## src/rtl/rv_ex_pkg.sv

```systemverilog
// rv_ex_pkg: shared definitions for the RV32I execute stage.
//   - ALU operation codes (4 bits, carried in ID_EX_AluOp)
//   - branch funct3 condition codes
//   - forwarding-select codes for the operand muxes
//   - multiplier FSM state encoding
//   - is_mul_op(): classifies the MUL-class ALU ops
package rv_ex_pkg;

  localparam logic [3:0] ALU_ADD   = 4'h0;
  localparam logic [3:0] ALU_SUB   = 4'h1;
  localparam logic [3:0] ALU_SLL   = 4'h2;
  localparam logic [3:0] ALU_SLT   = 4'h3;
  localparam logic [3:0] ALU_SLTU  = 4'h4;
  localparam logic [3:0] ALU_XOR   = 4'h5;
  localparam logic [3:0] ALU_SRL   = 4'h6;
  localparam logic [3:0] ALU_SRA   = 4'h7;
  localparam logic [3:0] ALU_OR    = 4'h8;
  localparam logic [3:0] ALU_AND   = 4'h9;
  localparam logic [3:0] ALU_PASSB = 4'hA;
  localparam logic [3:0] ALU_MUL   = 4'hB;
  localparam logic [3:0] ALU_MULH  = 4'hC;
  localparam logic [3:0] ALU_MULHU = 4'hD;

  localparam logic [2:0] BR_BEQ  = 3'b000;
  localparam logic [2:0] BR_BNE  = 3'b001;
  localparam logic [2:0] BR_BLT  = 3'b100;
  localparam logic [2:0] BR_BGE  = 3'b101;
  localparam logic [2:0] BR_BLTU = 3'b110;
  localparam logic [2:0] BR_BGEU = 3'b111;

  localparam logic [1:0] FWD_RF  = 2'b00;
  localparam logic [1:0] FWD_WB  = 2'b01;
  localparam logic [1:0] FWD_MEM = 2'b10;

  typedef enum logic [1:0] {
    MUL_IDLE = 2'b00,
    MUL_BUSY = 2'b01,
    MUL_DONE = 2'b10
  } mul_state_e;

  function automatic logic is_mul_op(input logic [3:0] op);
    return (op == ALU_MUL) || (op == ALU_MULH) || (op == ALU_MULHU);
  endfunction

endpackage

```

## src/rtl/ex_mul_iter.sv

```systemverilog
// ex_mul_iter: iterative shift-add multiplier for MUL / MULH / MULHU.
// Operands are captured at issue (magnitudes plus a sign flag for MULH), one
// multiplier bit is consumed per BUSY cycle, and the corrected product is
// presented while in DONE. mem_stall freezes everything; ex_flush aborts.
// Ports:
//   clk, rst_n   clock, asynchronous active-low reset
//   start_req    valid MUL-class op sitting in EX and not being flushed
//   op           ALU op code (selects signedness and result half)
//   a, b         forwarded operands
//   mem_stall    freeze the FSM and datapath
//   ex_flush     return to IDLE, discarding any op in flight
//   busy         hold the front end (IDLE with a request, or BUSY)
//   result       low or high product half, meaningful in DONE
module ex_mul_iter
  import rv_ex_pkg::*;
#(
  parameter int XLEN       = 32,
  parameter int MUL_CYCLES = 32
) (
  input  logic            clk,
  input  logic            rst_n,
  input  logic            start_req,
  input  logic [3:0]      op,
  input  logic [XLEN-1:0] a,
  input  logic [XLEN-1:0] b,
  input  logic            mem_stall,
  input  logic            ex_flush,
  output logic            busy,
  output logic [XLEN-1:0] result
);

  localparam int PW = 2 * XLEN;
  localparam int CW = (MUL_CYCLES > 1) ? $clog2(MUL_CYCLES) : 1;
  localparam logic [CW-1:0] CNT_LAST = CW'(MUL_CYCLES - 1);

  mul_state_e      state_q, state_d;
  logic [CW-1:0]   cnt_q, cnt_d;
  logic [PW-1:0]   prod_q, prod_d;
  logic [PW-1:0]   mcand_q, mcand_d;
  logic [XLEN-1:0] mplier_q, mplier_d;
  logic            neg_q, neg_d;
  logic            hi_q, hi_d;

  logic            signed_s;
  logic [XLEN-1:0] abs_a_s, abs_b_s;
  logic [PW-1:0]   prod_fix_s;

  // Only MULH treats operands as signed; MUL's low half is sign-agnostic.
  assign signed_s = (op == ALU_MULH);
  assign abs_a_s  = (signed_s && a[XLEN-1]) ? ({XLEN{1'b0}} - a) : a;
  assign abs_b_s  = (signed_s && b[XLEN-1]) ? ({XLEN{1'b0}} - b) : b;

  assign prod_fix_s = neg_q ? ({PW{1'b0}} - prod_q) : prod_q;
  assign result     = hi_q ? prod_fix_s[PW-1:XLEN] : prod_fix_s[XLEN-1:0];
  assign busy       = ((state_q == MUL_IDLE) && start_req) || (state_q == MUL_BUSY);

  // Next-state and shift-add datapath; flush beats stall beats normal progress.
  always_comb begin
    state_d  = state_q;
    cnt_d    = cnt_q;
    prod_d   = prod_q;
    mcand_d  = mcand_q;
    mplier_d = mplier_q;
    neg_d    = neg_q;
    hi_d     = hi_q;
    if (ex_flush) begin
      state_d = MUL_IDLE;
      cnt_d   = {CW{1'b0}};
    end else if (mem_stall) begin
      state_d = state_q;
    end else begin
      case (state_q)
        MUL_IDLE: begin
          if (start_req) begin
            state_d  = MUL_BUSY;
            cnt_d    = {CW{1'b0}};
            prod_d   = {PW{1'b0}};
            mcand_d  = {{XLEN{1'b0}}, abs_a_s};
            mplier_d = abs_b_s;
            neg_d    = signed_s && (a[XLEN-1] ^ b[XLEN-1]);
            hi_d     = (op != ALU_MUL);
          end else begin
            state_d = MUL_IDLE;
          end
        end
        MUL_BUSY: begin
          if (mplier_q[0]) begin
            prod_d = prod_q + mcand_q;
          end else begin
            prod_d = prod_q;
          end
          mcand_d  = mcand_q << 1;
          mplier_d = mplier_q >> 1;
          if (cnt_q == CNT_LAST) begin
            state_d = MUL_DONE;
            cnt_d   = {CW{1'b0}};
          end else begin
            state_d = MUL_BUSY;
            cnt_d   = cnt_q + CW'(1);
          end
        end
        MUL_DONE: state_d = MUL_IDLE;
        default:  state_d = MUL_IDLE;
      endcase
    end
  end

  // Multiplier state and datapath registers.
  always_ff @(posedge clk or negedge rst_n) begin
    if (!rst_n) begin
      state_q  <= MUL_IDLE;
      cnt_q    <= {CW{1'b0}};
      prod_q   <= {PW{1'b0}};
      mcand_q  <= {PW{1'b0}};
      mplier_q <= {XLEN{1'b0}};
      neg_q    <= 1'b0;
      hi_q     <= 1'b0;
    end else begin
      state_q  <= state_d;
      cnt_q    <= cnt_d;
      prod_q   <= prod_d;
      mcand_q  <= mcand_d;
      mplier_q <= mplier_d;
      neg_q    <= neg_d;
      hi_q     <= hi_d;
    end
  end

endmodule

```

## src/rtl/ex_stage.sv

```systemverilog
// ex_stage: execute stage of the 5-stage RV32I pipeline.
// Forwards both operands, runs the ALU, resolves branches/jumps (combinational
// redirect) and owns the EX/MEM register. Build option: RV_MUL_EN adds the
// iterative multiplier (ex_mul_iter) that holds the front end via ex_busy;
// without it MUL-class ops give 0 and ex_busy is 0.
// Ports:
//   ID_EX_*            instruction, operands and control from ID/EX
//   Mux_A, Mux_B       forwarding selects; MEM_WB_WriteData is the WB source
//   mem_stall/ex_flush freeze EX/MEM / kill the instruction in EX
//   EX_MEM_*           EX/MEM pipeline register outputs
//   br_taken/br_target redirect request
//   ex_busy            hold IF, ID and ID/EX
module ex_stage
  import rv_ex_pkg::*;
#(
  parameter int XLEN       = 32,
  parameter int MUL_CYCLES = 32
) (
  input  logic            clk,
  input  logic            rst_n,
  input  logic            ID_EX_Valid,
  input  logic [XLEN-1:0] ID_EX_Pc,
  input  logic [XLEN-1:0] ID_EX_Rs1Data,
  input  logic [XLEN-1:0] ID_EX_Rs2Data,
  input  logic [XLEN-1:0] ID_EX_Imm,
  input  logic [3:0]      ID_EX_AluOp,
  input  logic            ID_EX_AluSrcA,
  input  logic            ID_EX_AluSrcB,
  input  logic            ID_EX_Branch,
  input  logic            ID_EX_Jal,
  input  logic            ID_EX_Jalr,
  input  logic [2:0]      ID_EX_BrCond,
  input  logic            ID_EX_RegW,
  input  logic            ID_EX_MemR,
  input  logic            ID_EX_MemW,
  input  logic            ID_EX_MemToReg,
  input  logic [4:0]      ID_EX_RegRd,
  input  logic [1:0]      Mux_A,
  input  logic [1:0]      Mux_B,
  input  logic [XLEN-1:0] MEM_WB_WriteData,
  input  logic            mem_stall,
  input  logic            ex_flush,
  output logic [XLEN-1:0] EX_MEM_AluResult,
  output logic [XLEN-1:0] EX_MEM_Rs2Data,
  output logic [4:0]      EX_MEM_RegRd,
  output logic            EX_MEM_RegW,
  output logic            EX_MEM_MemR,
  output logic            EX_MEM_MemW,
  output logic            EX_MEM_MemToReg,
  output logic            br_taken,
  output logic [XLEN-1:0] br_target,
  output logic            ex_busy
);

  localparam int SW = $clog2(XLEN);

  logic [XLEN-1:0] fwd_a_s, fwd_b_s, opa_s, opb_s;
  logic [XLEN-1:0] alu_res_s, ex_res_s, mul_res_s, jalr_sum_s;
  logic [SW-1:0]   shamt_s;
  logic            ex_busy_s;

  logic [XLEN-1:0] alu_res_q, alu_res_d, rs2_q, rs2_d;
  logic [4:0]      rd_q, rd_d;
  logic            regw_q, regw_d, memr_q, memr_d;
  logic            memw_q, memw_d, memtoreg_q, memtoreg_d;

  function automatic logic br_cond(input logic [2:0] f3,
                                   input logic [XLEN-1:0] a,
                                   input logic [XLEN-1:0] b);
    logic r;
    case (f3)
      BR_BEQ:  r = (a == b);
      BR_BNE:  r = (a != b);
      BR_BLT:  r = ($signed(a) < $signed(b));
      BR_BGE:  r = ($signed(a) >= $signed(b));
      BR_BLTU: r = (a < b);
      BR_BGEU: r = (a >= b);
      default: r = 1'b0;
    endcase
    return r;
  endfunction

  // Forwarding muxes; the unused code 2'b11 falls back to register-file data.
  always_comb begin
    case (Mux_A)
      FWD_MEM: fwd_a_s = alu_res_q;
      FWD_WB:  fwd_a_s = MEM_WB_WriteData;
      default: fwd_a_s = ID_EX_Rs1Data;
    endcase
    case (Mux_B)
      FWD_MEM: fwd_b_s = alu_res_q;
      FWD_WB:  fwd_b_s = MEM_WB_WriteData;
      default: fwd_b_s = ID_EX_Rs2Data;
    endcase
  end

  assign opa_s   = ID_EX_AluSrcA ? ID_EX_Pc : fwd_a_s;
  assign opb_s   = ID_EX_AluSrcB ? ID_EX_Imm : fwd_b_s;
  assign shamt_s = opb_s[SW-1:0];

  // ALU; MUL-class ops take the multiplier output (0 when it is not built).
  always_comb begin
    case (ID_EX_AluOp)
      ALU_ADD:   alu_res_s = opa_s + opb_s;
      ALU_SUB:   alu_res_s = opa_s - opb_s;
      ALU_SLL:   alu_res_s = opa_s << shamt_s;
      ALU_SLT:   alu_res_s = {{(XLEN-1){1'b0}}, ($signed(opa_s) < $signed(opb_s))};
      ALU_SLTU:  alu_res_s = {{(XLEN-1){1'b0}}, (opa_s < opb_s)};
      ALU_XOR:   alu_res_s = opa_s ^ opb_s;
      ALU_SRL:   alu_res_s = opa_s >> shamt_s;
      ALU_SRA:   alu_res_s = $unsigned($signed(opa_s) >>> shamt_s);
      ALU_OR:    alu_res_s = opa_s | opb_s;
      ALU_AND:   alu_res_s = opa_s & opb_s;
      ALU_PASSB: alu_res_s = opb_s;
      ALU_MUL, ALU_MULH, ALU_MULHU: alu_res_s = mul_res_s;
      default:   alu_res_s = {XLEN{1'b0}};
    endcase
  end

  // Jumps write the link address instead of the ALU result.
  always_comb begin
    if (ID_EX_Jal || ID_EX_Jalr) begin
      ex_res_s = ID_EX_Pc + XLEN'(4);
    end else begin
      ex_res_s = alu_res_s;
    end
  end

  // Redirect uses forwarded rs1 for JALR, never the ALU's operand A mux.
  assign jalr_sum_s = fwd_a_s + ID_EX_Imm;
  assign br_target  = ID_EX_Jalr ? {jalr_sum_s[XLEN-1:1], 1'b0} : (ID_EX_Pc + ID_EX_Imm);
  assign br_taken   = ID_EX_Valid && !ex_flush &&
                      (ID_EX_Jal || ID_EX_Jalr ||
                       (ID_EX_Branch && br_cond(ID_EX_BrCond, fwd_a_s, fwd_b_s)));

`ifdef RV_MUL_EN
  ex_mul_iter #(
    .XLEN       (XLEN),
    .MUL_CYCLES (MUL_CYCLES)
  ) u_mul (
    .clk       (clk),
    .rst_n     (rst_n),
    .start_req (ID_EX_Valid && is_mul_op(ID_EX_AluOp) && !ex_flush),
    .op        (ID_EX_AluOp),
    .a         (fwd_a_s),
    .b         (fwd_b_s),
    .mem_stall (mem_stall),
    .ex_flush  (ex_flush),
    .busy      (ex_busy_s),
    .result    (mul_res_s)
  );
`else
  assign ex_busy_s = 1'b0;
  assign mul_res_s = {XLEN{1'b0}};
  // MUL_CYCLES only matters to the multiplier; it must track XLEN so that the
  // shift-add loop consumes every multiplier bit. The empty block below just
  // marks a mismatched configuration in the elaborated hierarchy.
  if (MUL_CYCLES != XLEN) begin : g_mul_cycles_ne_xlen
  end
`endif

  assign ex_busy = ex_busy_s;

  // EX/MEM load priority: flush bubble, stall hold, busy bubble, normal load.
  always_comb begin
    alu_res_d  = alu_res_q;
    rs2_d      = rs2_q;
    rd_d       = rd_q;
    regw_d     = regw_q;
    memr_d     = memr_q;
    memw_d     = memw_q;
    memtoreg_d = memtoreg_q;
    if (ex_flush || (!mem_stall && ex_busy_s)) begin
      regw_d     = 1'b0;
      memr_d     = 1'b0;
      memw_d     = 1'b0;
      memtoreg_d = 1'b0;
    end else if (mem_stall) begin
      regw_d = regw_q;
    end else begin
      alu_res_d  = ex_res_s;
      rs2_d      = fwd_b_s;
      rd_d       = ID_EX_RegRd;
      regw_d     = ID_EX_RegW     && ID_EX_Valid;
      memr_d     = ID_EX_MemR     && ID_EX_Valid;
      memw_d     = ID_EX_MemW     && ID_EX_Valid;
      memtoreg_d = ID_EX_MemToReg && ID_EX_Valid;
    end
  end

  // EX/MEM pipeline register.
  always_ff @(posedge clk or negedge rst_n) begin
    if (!rst_n) begin
      alu_res_q  <= {XLEN{1'b0}};
      rs2_q      <= {XLEN{1'b0}};
      rd_q       <= 5'd0;
      regw_q     <= 1'b0;
      memr_q     <= 1'b0;
      memw_q     <= 1'b0;
      memtoreg_q <= 1'b0;
    end else begin
      alu_res_q  <= alu_res_d;
      rs2_q      <= rs2_d;
      rd_q       <= rd_d;
      regw_q     <= regw_d;
      memr_q     <= memr_d;
      memw_q     <= memw_d;
      memtoreg_q <= memtoreg_d;
    end
  end

  assign EX_MEM_AluResult = alu_res_q;
  assign EX_MEM_Rs2Data   = rs2_q;
  assign EX_MEM_RegRd     = rd_q;
  assign EX_MEM_RegW      = regw_q;
  assign EX_MEM_MemR      = memr_q;
  assign EX_MEM_MemW      = memw_q;
  assign EX_MEM_MemToReg  = memtoreg_q;

endmodule

```

## config.mk

```make
export PLATFORM = sky130hd
export DESIGN_NAME = ex_stage
export DESIGN_NICKNAME = d
export VERILOG_FILES = /design/src/rtl/rv_ex_pkg.sv /design/src/rtl/ex_mul_iter.sv /design/src/rtl/ex_stage.sv
export SDC_FILE = /design/constraint.sdc
export NUM_CORES = 1
export LEC_CHECK = 0
export BUFFER_PORTS_ARGS = -buffer_cell sky130_fd_sc_hd__buf_2
export CORE_MARGIN = 5
export CORE_UTILIZATION = 30
export CTS_BUF_LIST = sky130_fd_sc_hd__clkbuf_16
export DETAILED_ROUTE_END_ITERATION = 10
export PLACE_DENSITY_LB_ADDON = 0.3
export SYNTH_ARGS = -nofsm -noshare
export SYNTH_HDL_FRONTEND = slang
export SYNTH_SLANG_ARGS = --single-unit
```

## constraint.sdc

```tcl
create_clock -name clk -period 9.4 [get_ports clk]
set_input_delay 1.88 -clock clk [delete_from_list [all_inputs] [get_ports clk]]
set_output_delay 1.88 -clock clk [all_outputs]
set_load 0.005 [all_outputs]
```

==> Word level (Yosys, flattened, before mapping) <==
Cells that the tools add are included.
Widths: inputs -> output; s select.
{ "totals": {"regBits": 73, "inputBits": 190, "out_inout_bits": 107, "elab_cells": 77} }
{ "op_classes": {"add_sub_neg": 5, "n_lt_le_gt_ge": 6, "n_eq_ne": 22, "shift": 3, "mux": 16, "bitwise_logic": 5, "n_reduce_logical": 13} }
{ "ops": {"columns": ["op", "n"], "rows": [
  ["$pmux 32 s11", 1],
  ["$lt 32x32->1", 4],
  ["$mux 32", 4],
  ["$pmux 32 s2", 2],
  ["$add 32x32->32", 3],
  ["$ge 32x32->1", 2],
  ["$add 32x3->32 const B", 1],
  ["$and 32x32->32", 1],
  ["$eq 32x32->1", 1],
  ["$ne 32x32->1", 1],
  ["$or 32x32->32", 1],
  ["$shl 32x5->32", 1],
  ["$shr 32x5->32", 1],
  ["$sshr 32x5->32", 1],
  ["$sub 32x32->32", 1],
  ["$xor 32x32->32", 1],
  ["$eq 4x3->1 const B", 4],
  ["$eq 3x3->1 const B", 4],
  ["$eq 4x4->1 const B", 3],
  ["$eq 4x2->1 const B", 2],
  ["$mux 1", 8],
  ["$logic_and 1x1->1", 7],
  ["$pmux 1 s6", 1],
  ["$eq 2x1->1 const B", 2],
  ["other kinds (10)", 13]
]} }

==> Longest topological paths before layout <==
Gate-level depths: netlist of run 1.
{ "depth": {"word_depth": 7, "ltp_mapped": 23, "ltp_nobuf": 18} }

==> Worst setup path after synthesis of run 1 <==
OpenSTA, ideal clock, no wires.
{ "synth_timing": {"kind": "input to output", "start": "in Mux_A[0]", "end": "out br_target[28]", "arrival_ps": 5886, "slack_ps": 1634, "stages": 17, "path_cell_list": "inv_1 -> ha_1 -> buf_4 -> buf_2 -> buf_1 -> mux2_2 -> ha_1 -> and3_1 -> or3_1 -> a221o_1 -> a21o_1 -> o21bai_1 -> o21a_1 -> a21oi_1 -> and3_1 -> a2111oi_0 -> o22ai_1"} }
{ "synth_between": {"elab_chain_cells": 4, "elab_cells_between_ends": 5, "classes_between": "1 x add/sub; 2 x eq/ne; 2 x mux"} }
{ "synth_lines": {"columns": ["element", "line_no", "text"], "rows": [
  ["from (decl)", "ex_stage.sv:38", "input logic [1:0] Mux_A,"],
  ["$eq 2x1->1 / $eq 2x2->1 (equally long branches)", "ex_stage.sv:85", "case (Mux_A)"],
  ["$pmux 32 s2 *", "ex_stage.sv:85", null],
  ["$add 32x32->32 *", "ex_stage.sv:130", "assign jalr_sum_s = fwd_a_s + ID_EX_Imm;"],
  ["$mux 32 *", "ex_stage.sv:131", "assign br_target = ID_EX_Jalr ? {jalr_sum_s[XLEN-1:1], 1'b0} : (ID_EX_Pc + ID_EX_Imm);"],
  ["to (decl)", "ex_stage.sv:51", "output logic [XLEN-1:0] br_target,"]
]} }
Mark *: on every way between the ends. The rest lies on a longest branch, timed or not.

==> Worst setup path after layout of run 1 <==
{ "layout_timing": {"start": "in Mux_A[1]", "end": "out br_target[31]"} }
Same word-level chain as after synthesis.

==> results.py, run 1 <==
metrics = {
    "critical_path": {
        "arrival_ns": 6.58,
        "crit_top_cell": "o21ai_0",
        "reg2reg_slack_ns": 4.06,
        "crit_chain": "buf_2 > inv_1 > ha_1 > buf_4 > a22oi_1 > o21ai_0 > ha_1 > inv_1 > o41ai_1 > o2111ai_1 > a211oi_1 > o21ai_0 > a31oi_1 > nor4_1 > o31ai_1 > o21ai_0 > xor2_1 > buf_2",
        "ff2ff_path_depth": 16,
        "rr_endpoint": "EX_MEM_AluResult[23]",
        "reg2reg_from": "EX_MEM_AluResult[12]",
        "critPathBufInv": 5,
        "endpoint_kind": "output pin",
        "start_kind": "input pin",
        "crit_family": "compound AO/OA/AOI/OAI gates",
        "crit_slowest_cell": "o41ai_1",
        "worstSetupPathType": "input pin to output pin",
        "crit_fanout": 10,
        "critPathMaxStageDelay_ns": 0.71,
        "cp.required_ns": 7.52,
    },
    "clock_network": {
        "path_clk_slew_ns": 0.06,
        "cts-resized-gates": 0,
        "htree_levels": 3,
        "cts-root-buf": "clkbuf_16",
        "numCtsBuffers": 9,
        "cts.sinks": 73,
        "cts_tree": "built",
        "clockBufferDepth": 2,
        "postCtsSetupBuffers": 0,
        "hold_buffers": 0,
        "clkLatencyLatePin_ns": 0.38,
    },
    "yosys": {
        "syn-num-nets": 3019,
        "synth_edf_count": 0,
        "yosysSeqAreaShare": 0.0976,
        "synth_top_area_cell": "ha_1",
        "synth_top_flop_cell": "dfrtp_1",
        "synthesis.area_sq_um": 18700,
        "synth_common_cells": "nand2_1 (254), o21ai_0 (246), nor2_1 (209)",
        "synth_seq_cells": 73,
        "syn_avg_cell_area_sq_um": 7.12,
        "ys_types": 100,
        "ys_warn_count": 0,
        "synth_most_common_cell": "nand2_1",
        "ys_top_cells_by_area": "ha_1 (13%), dfrtp_1 (9.8%), o21ai_0 (6.6%), mux2i_1 (6.5%), a21oi_1 (5.5%)",
        "netlist_instances": 2628,
        "synth_top_area_frac": 0.132,
        "async_flop_share": 1.00,
    },
    "global_routing": {
        "top_usage_layer": "met2",
        "grtUsageTotal": 0.269,
        "grt_pass1_vias": 20700,
        "grt_max_degree": 81,
        "grt-ovfl-total": 0,
        "antenna_found_initial": 4,
        "grt_pass1_wl_um": 139000,
        "grtUsageMet3": 0.0616,
        "grt.met1_usage": 0.365,
        "use_met2": 0.425,
    },
    "power": {
        "leakage_uw": 0.00950,
        "max-vdd-ir-drop_mv": 0.0992,
        "power_uw": 2900,
        "p_per_area_nw_per_um2": 137,
    },
    "min_path": {
        "whs_endpoint": "EX_MEM_RegRd[3]",
        "worstHoldPathCells": 2,
        "min_path_type": "flip-flop to flip-flop",
        "hp-start": "EX_MEM_RegRd[3]",
    },
    "routing": {
        "ant_nets": 0,
        "drc_errors": 0,
        "drt_iter0_drc": 2845,
        "wl_um": 96400,
        "vias_per_cell": 6.16,
        "via_count": 22500,
        "detail_route.wl_per_cell_um": 26.4,
        "firstDrtPassIters": 6,
    },
    "finish": {
        "layout.nets": 3196,
        "drive_gt1_frac": 0.166,
        "area_delta_synth_final_pct": 13.6,
        "nFillCells": 6796,
    },
    "timing": {
        "setup_viol": 0,
        "fin_skew_ns": 0.00997,
        "slew_headroom": 0.242,
        "hold_viol": 0,
        "rsz0062_at_grt": "no",
        "finalCriticalPeriod_ns": 8.46,
        "fin_crit_sh": 0.900,
        "final.setup.tns_ns": 0,
        "drv_slew": 0,
        "timing.fmax_mhz": 118,
        "worst_slew_pin_slew_ns": 1.12,
    },
    "status": {
        "outcome": "finished, final reports clean",
    },
    "placed_design": {
        "post-dp-hpwl_um": 77400,
        "numPortBuffers": 295,
        "place_congestion": 1.01,
    },
    "floorplanning": {
        "core_area_sq_um": 61700,
        "rows": 91,
        "dieArea_sq_um": 67500,
        "start_util": 0.303,
        "io_pins": 297,
        "die_h_um": 260,
        "chipWidth_um": 260,
    },
    "job": {
        "maxCapViolations": 0,
    },
}
[flip-flops by register name, indices dropped and copies added (netlist names)]
register and cells:
EX_MEM_AluResult 32, EX_MEM_Rs2Data 32, EX_MEM_RegRd 5, EX_MEM_MemR 1, EX_MEM_MemToReg 1, EX_MEM_MemW 1, EX_MEM_RegW 1
[routing by layer]
layer  up-vias  wire, um
li1      10200         -
met1     10700     40800
met2      1281     42400
met3       210      9490
met4         6      3700
met5         -        36
[worst max-delay path by stage]
stage              from             to  slack, ns  depth (start not counted)
5_1_grt        Mux_A[0]  br_target[31]       0.50                         16
2_1_floorplan  Mux_A[0]  br_target[28]       1.63                         17
4_1_cts        Mux_A[0]  br_target[28]       1.09                         18
3_3_place_gp   Mux_A[1]  br_target[31]       1.10                         18
3_5_place_dp   Mux_A[0]  br_target[28]       1.11                         18
6_report       Mux_A[1]  br_target[31]       0.94                         18
[stage by stage]
step | setup WS, ns | area (sq um) | util | instances | hold WS [ns]
detailed placement | 1.11 | 20900 | 0.339 | 3631 | 0.456
global placement | 1.10 | 20900 | 0.339 | 3631 | 0.456
CTS | 1.09 | 21300 | 0.344 | 3646 | 0.472
floorplan | 1.63 | 18700 | - | 2628 | 0.470
finish | 0.938 | 21300 | 0.345 | 3647 | 0.470
global route | 0.499 | 21300 | 0.345 | 3647 | 0.497
[report_power, final]
part	internal (uW)	switching [uW]	total (uW)	leakage, uW
Clock	285	169	453	0.000177
Sequential	365	71.7	437	0.000900
Combinational	723	1290	2010	0.00842
Total	1370	1530	2900	0.00950
[kinds of logic (layout without fill, tap and decap cells)]
| kind of cell | after synthesis | in the layout | share of synthesized area |
|---|---|---|---|
| AO/OA/AOI/OAI | 1001 | 1001 | 0.364 |
| AND/OR/NAND/NOR | 780 | 780 | 0.196 |
| buffers and inverters | 312 | 493 | 0.0696 |
| adder cells (fa/ha/maj) | 201 | 201 | 0.136 |
| multiplexers | 166 | 166 | 0.0923 |
| XOR/XNOR | 94 | 94 | 0.0440 |
| flip-flops | 73 | 73 | 0.0976 |
| other | 1 | 2 | 0.000200 |
[cells in the final DEF, fill, tap and decap left out, types with 16 or more instances in the layout]
master,count
ha_1,196
mux2_2,42
mux2i_1,122
o22ai_1,33
dfrtp_1,73
a221oi_1,27
nor2_1,207
inv_1,127
nand2_1,254
nor3_1,51
o31ai_1,21
o211ai_1,30
o21bai_1,20
a221o_1,45
xor2_1,41
a22oi_1,42
o221ai_1,28
and2_1,16
a31oi_1,31
nand2b_1,53
nor4_1,17
a21oi_1,205
nor2b_1,28
nand3_1,48
and3_1,20
a211oi_1,43
nand4_1,19
a21o_1,50
xnor2_1,53
o21ai_0,246
buf_2,294
o21a_1,29
buf_4,50
a22o_1,28
[final cells by class]
type / count / area (sq um) / area share
antenna: 1 / 2.50 / 0.000118
clock buffer: 9 / 225 / 0.0106
clock inverter: 6 / 133 / 0.00624
inverter: 134 / 504 / 0.0237
multi-input combinational: 2243 / 15700 / 0.737
sequential: 73 / 1830 / 0.0859
tap: 837 / 1050 / 0.0493
timing repair buffer: 344 / 1850 / 0.0869
[worst register-to-register path: cells and delay by family, from the launching register on]
family | cells | cell delay, ns
compound gates | 9 | 2.85
fa+ha+maj | 1 | 0.47
buf+inv | 1 | 0.10
flops | 1 | 0.46
simple gates | 5 | 1.34
Power figures use the tool's default switching activity.
==> run 2, diff against run 1 <==
PLACE_DENSITY_LB_ADDON = 0.2   (was 0.3)
==> results.py, run 2 (synthesis gave the netlist of run 1 again) <==
metrics = {
    "power": {
        "p_comb_frac": 0.711,
        "internal-power_uw": 1300,
        "p_per_area_nw_per_um2": 136,
        "max-vdd-ir-drop_mv": 0.0990,
        "switching_share": 0.549,
        "leakage_uw": 0.00951,
        "p_switching_uw": 1580,
        "clkPwrFrac": 0.136,
        "p_seq_frac": 0.152,
    },
    "floorplanning": {
        "start_util": 0.303,
        "chipWidth_um": 260,
        "dieArea_sq_um": 67500,
        "rows": 91,
        "die_h_um": 260,
        "core_area_sq_um": 61700,
        "io_pins": 297,
    },
    "critical_path": {
        "worstSetupPathType": "input pin to output pin",
        "critPathBufInv": 3,
        "crit_family": "compound AO/OA/AOI/OAI gates",
        "start_kind": "input pin",
        "arrival_ns": 6.64,
        "endpoint_kind": "output pin",
        "critPathMaxStageDelay_ns": 0.60,
        "cp.required_ns": 7.52,
        "crit_slowest_cell": "a221oi_1",
        "crit_fanout": 16,
        "crit_chain": "buf_2 > inv_1 > ha_1 > a221oi_1 > or2_2 > nor2_1 > fa_1 > a21oi_1 > o211ai_1 > a221o_1 > a21o_1 > o21bai_1 > o21a_1 > a21oi_1 > and3_1 > a2111oi_0 > o22ai_1 > buf_2",
    },
    "status": {
        "outcome": "finished, final reports clean",
    },
    "timing": {
        "timing.fmax_mhz": 117,
        "finalWorstSetupSlack_ns": 0.877,
        "rsz0062_at_grt": "no",
        "finalCriticalPeriod_ns": 8.52,
        "fin_crit_sh": 0.907,
        "slew_headroom": 0.265,
        "final.setup.tns_ns": 0,
        "hold_viol": 0,
        "holdWs_ns": 0.473,
        "fin_skew_ns": 0.0128,
        "drv_slew": 0,
        "setup_viol": 0,
        "worst_slew_pin_slew_ns": 1.08,
    },
    "routing": {
        "wl_um": 105000,
        "vias_per_cell": 6.22,
        "detail_route.wl_per_cell_um": 28.7,
        "via_count": 22700,
        "ant_nets": 0,
        "drc_errors": 0,
        "drt_iter0_drc": 3035,
        "firstDrtPassIters": 6,
    },
    "global_routing": {
        "grt_pass1_wl_um": 150000,
        "grt_max_degree": 64,
        "antenna_found_initial": 6,
        "grtUsageTotal": 0.294,
        "grt-ovfl-total": 0,
        "grt_pass1_vias": 21700,
    },
    "finish": {
        "area_delta_synth_final_pct": 13.6,
        "layout.cells.non_filler": 3655,
        "layout.nets": 3203,
        "drive_gt1_frac": 0.169,
        "mostFrequentLayoutCells": "buf_2 (294), nand2_1 (254), o21ai_0 (246)",
        "layout_commonest_cell": "buf_2",
    },
    "clock_network": {
        "cts-root-buf": "clkbuf_16",
        "numCtsBuffers": 9,
        "htree_levels": 3,
        "path_clk_slew_ns": 0.07,
        "cts.sinks": 73,
        "cts_tree": "built",
        "clkLatencyLatePin_ns": 0.39,
        "cts-resized-gates": 0,
        "clockBufferDepth": 2,
        "hold_buffers": 0,
        "postCtsSetupBuffers": 0,
    },
    "placed_design": {
        "numPortBuffers": 295,
        "post-dp-hpwl_um": 85000,
        "dp_slack_ns": 0.929,
        "place_congestion": 0.998,
        "dp_cells": 3638,
    },
    "job": {
        "maxCapViolations": 0,
    },
    "min_path": {
        "min_path_type": "flip-flop to flip-flop",
    },
}
==> run 2: final timing paths <==
| check | from | endpoint | slack (ns) | cells past startpoint |
|---|---|---|---|---|
| hold / removal | EX_MEM_RegRd[0] | EX_MEM_RegRd[0] | 0.47 | 2 |
| setup / recovery | Mux_A[1] | br_target[28] | 0.88 | 18 |
| setup reg to reg | EX_MEM_AluResult[0] | EX_MEM_AluResult[28] | 3.92 | 16 |
| hold reg to reg | EX_MEM_RegRd[0] | EX_MEM_RegRd[0] | 0.47 | 2 |
| min in group asynchronous | rst_n | EX_MEM_Rs2Data[25] | 1.42 | 1 |
| max in group asynchronous | rst_n | EX_MEM_AluResult[10] | 6.77 | 2 |
==> run 2: cell type report <==
type                    count  area, sq um
inverters                 134          504
repair buffers            351         1900
diodes                      1         2.50
flip-flops and latches     73         1830
well taps                 837         1050
clock inverters             7         77.6
multi-input cells        2243        15700
fillers                  6722        40400
clock buffers               9          225
==> run 2: per-layer routing <==
layer / global-route usage / vias up / routed length [um]
met5: 0 / - / 53
met4: 0.0954 / 8 / 3800
met3: 0.0458 / 181 / 10100
met2: 0.470 / 1350 / 46300
met1: 0.405 / 11000 / 44700
li1: - / 10200 / -
==> run 2: metrics by stage <==
stage	area [sq um]	util	total power (uW)
floorplan	18700	-	1700
global placement	21000	0.340	2430
detailed placement	21000	0.340	2440
CTS	21300	0.345	2840
global route	21300	0.345	3050
finish	21300	0.345	2880
==> run 2: worst reg2reg max path: cells and delay by family, from the launching register on <==
family	cells	cell delay (ns)
AO/OA/AOI/OAI	10	3.32
buffers and inverters	2	0.32
flip-flops	1	0.57
AND/OR/NAND/NOR	1	0.19
adder cells (fa/ha/maj)	2	0.72
XOR/XNOR	1	0.22
==> run 2: power groups by stage <==
stage | Combinational [uW] | Clock (uW) | Sequential [uW]
after global routing | 2200 | 410 | 444
after CTS | 2000 | 401 | 437
final | 2050 | 393 | 439
after detailed placement | 1990 | 0 | 443
after global placement | 1990 | 0 | 442
after floorplan | 1290 | 0 | 412
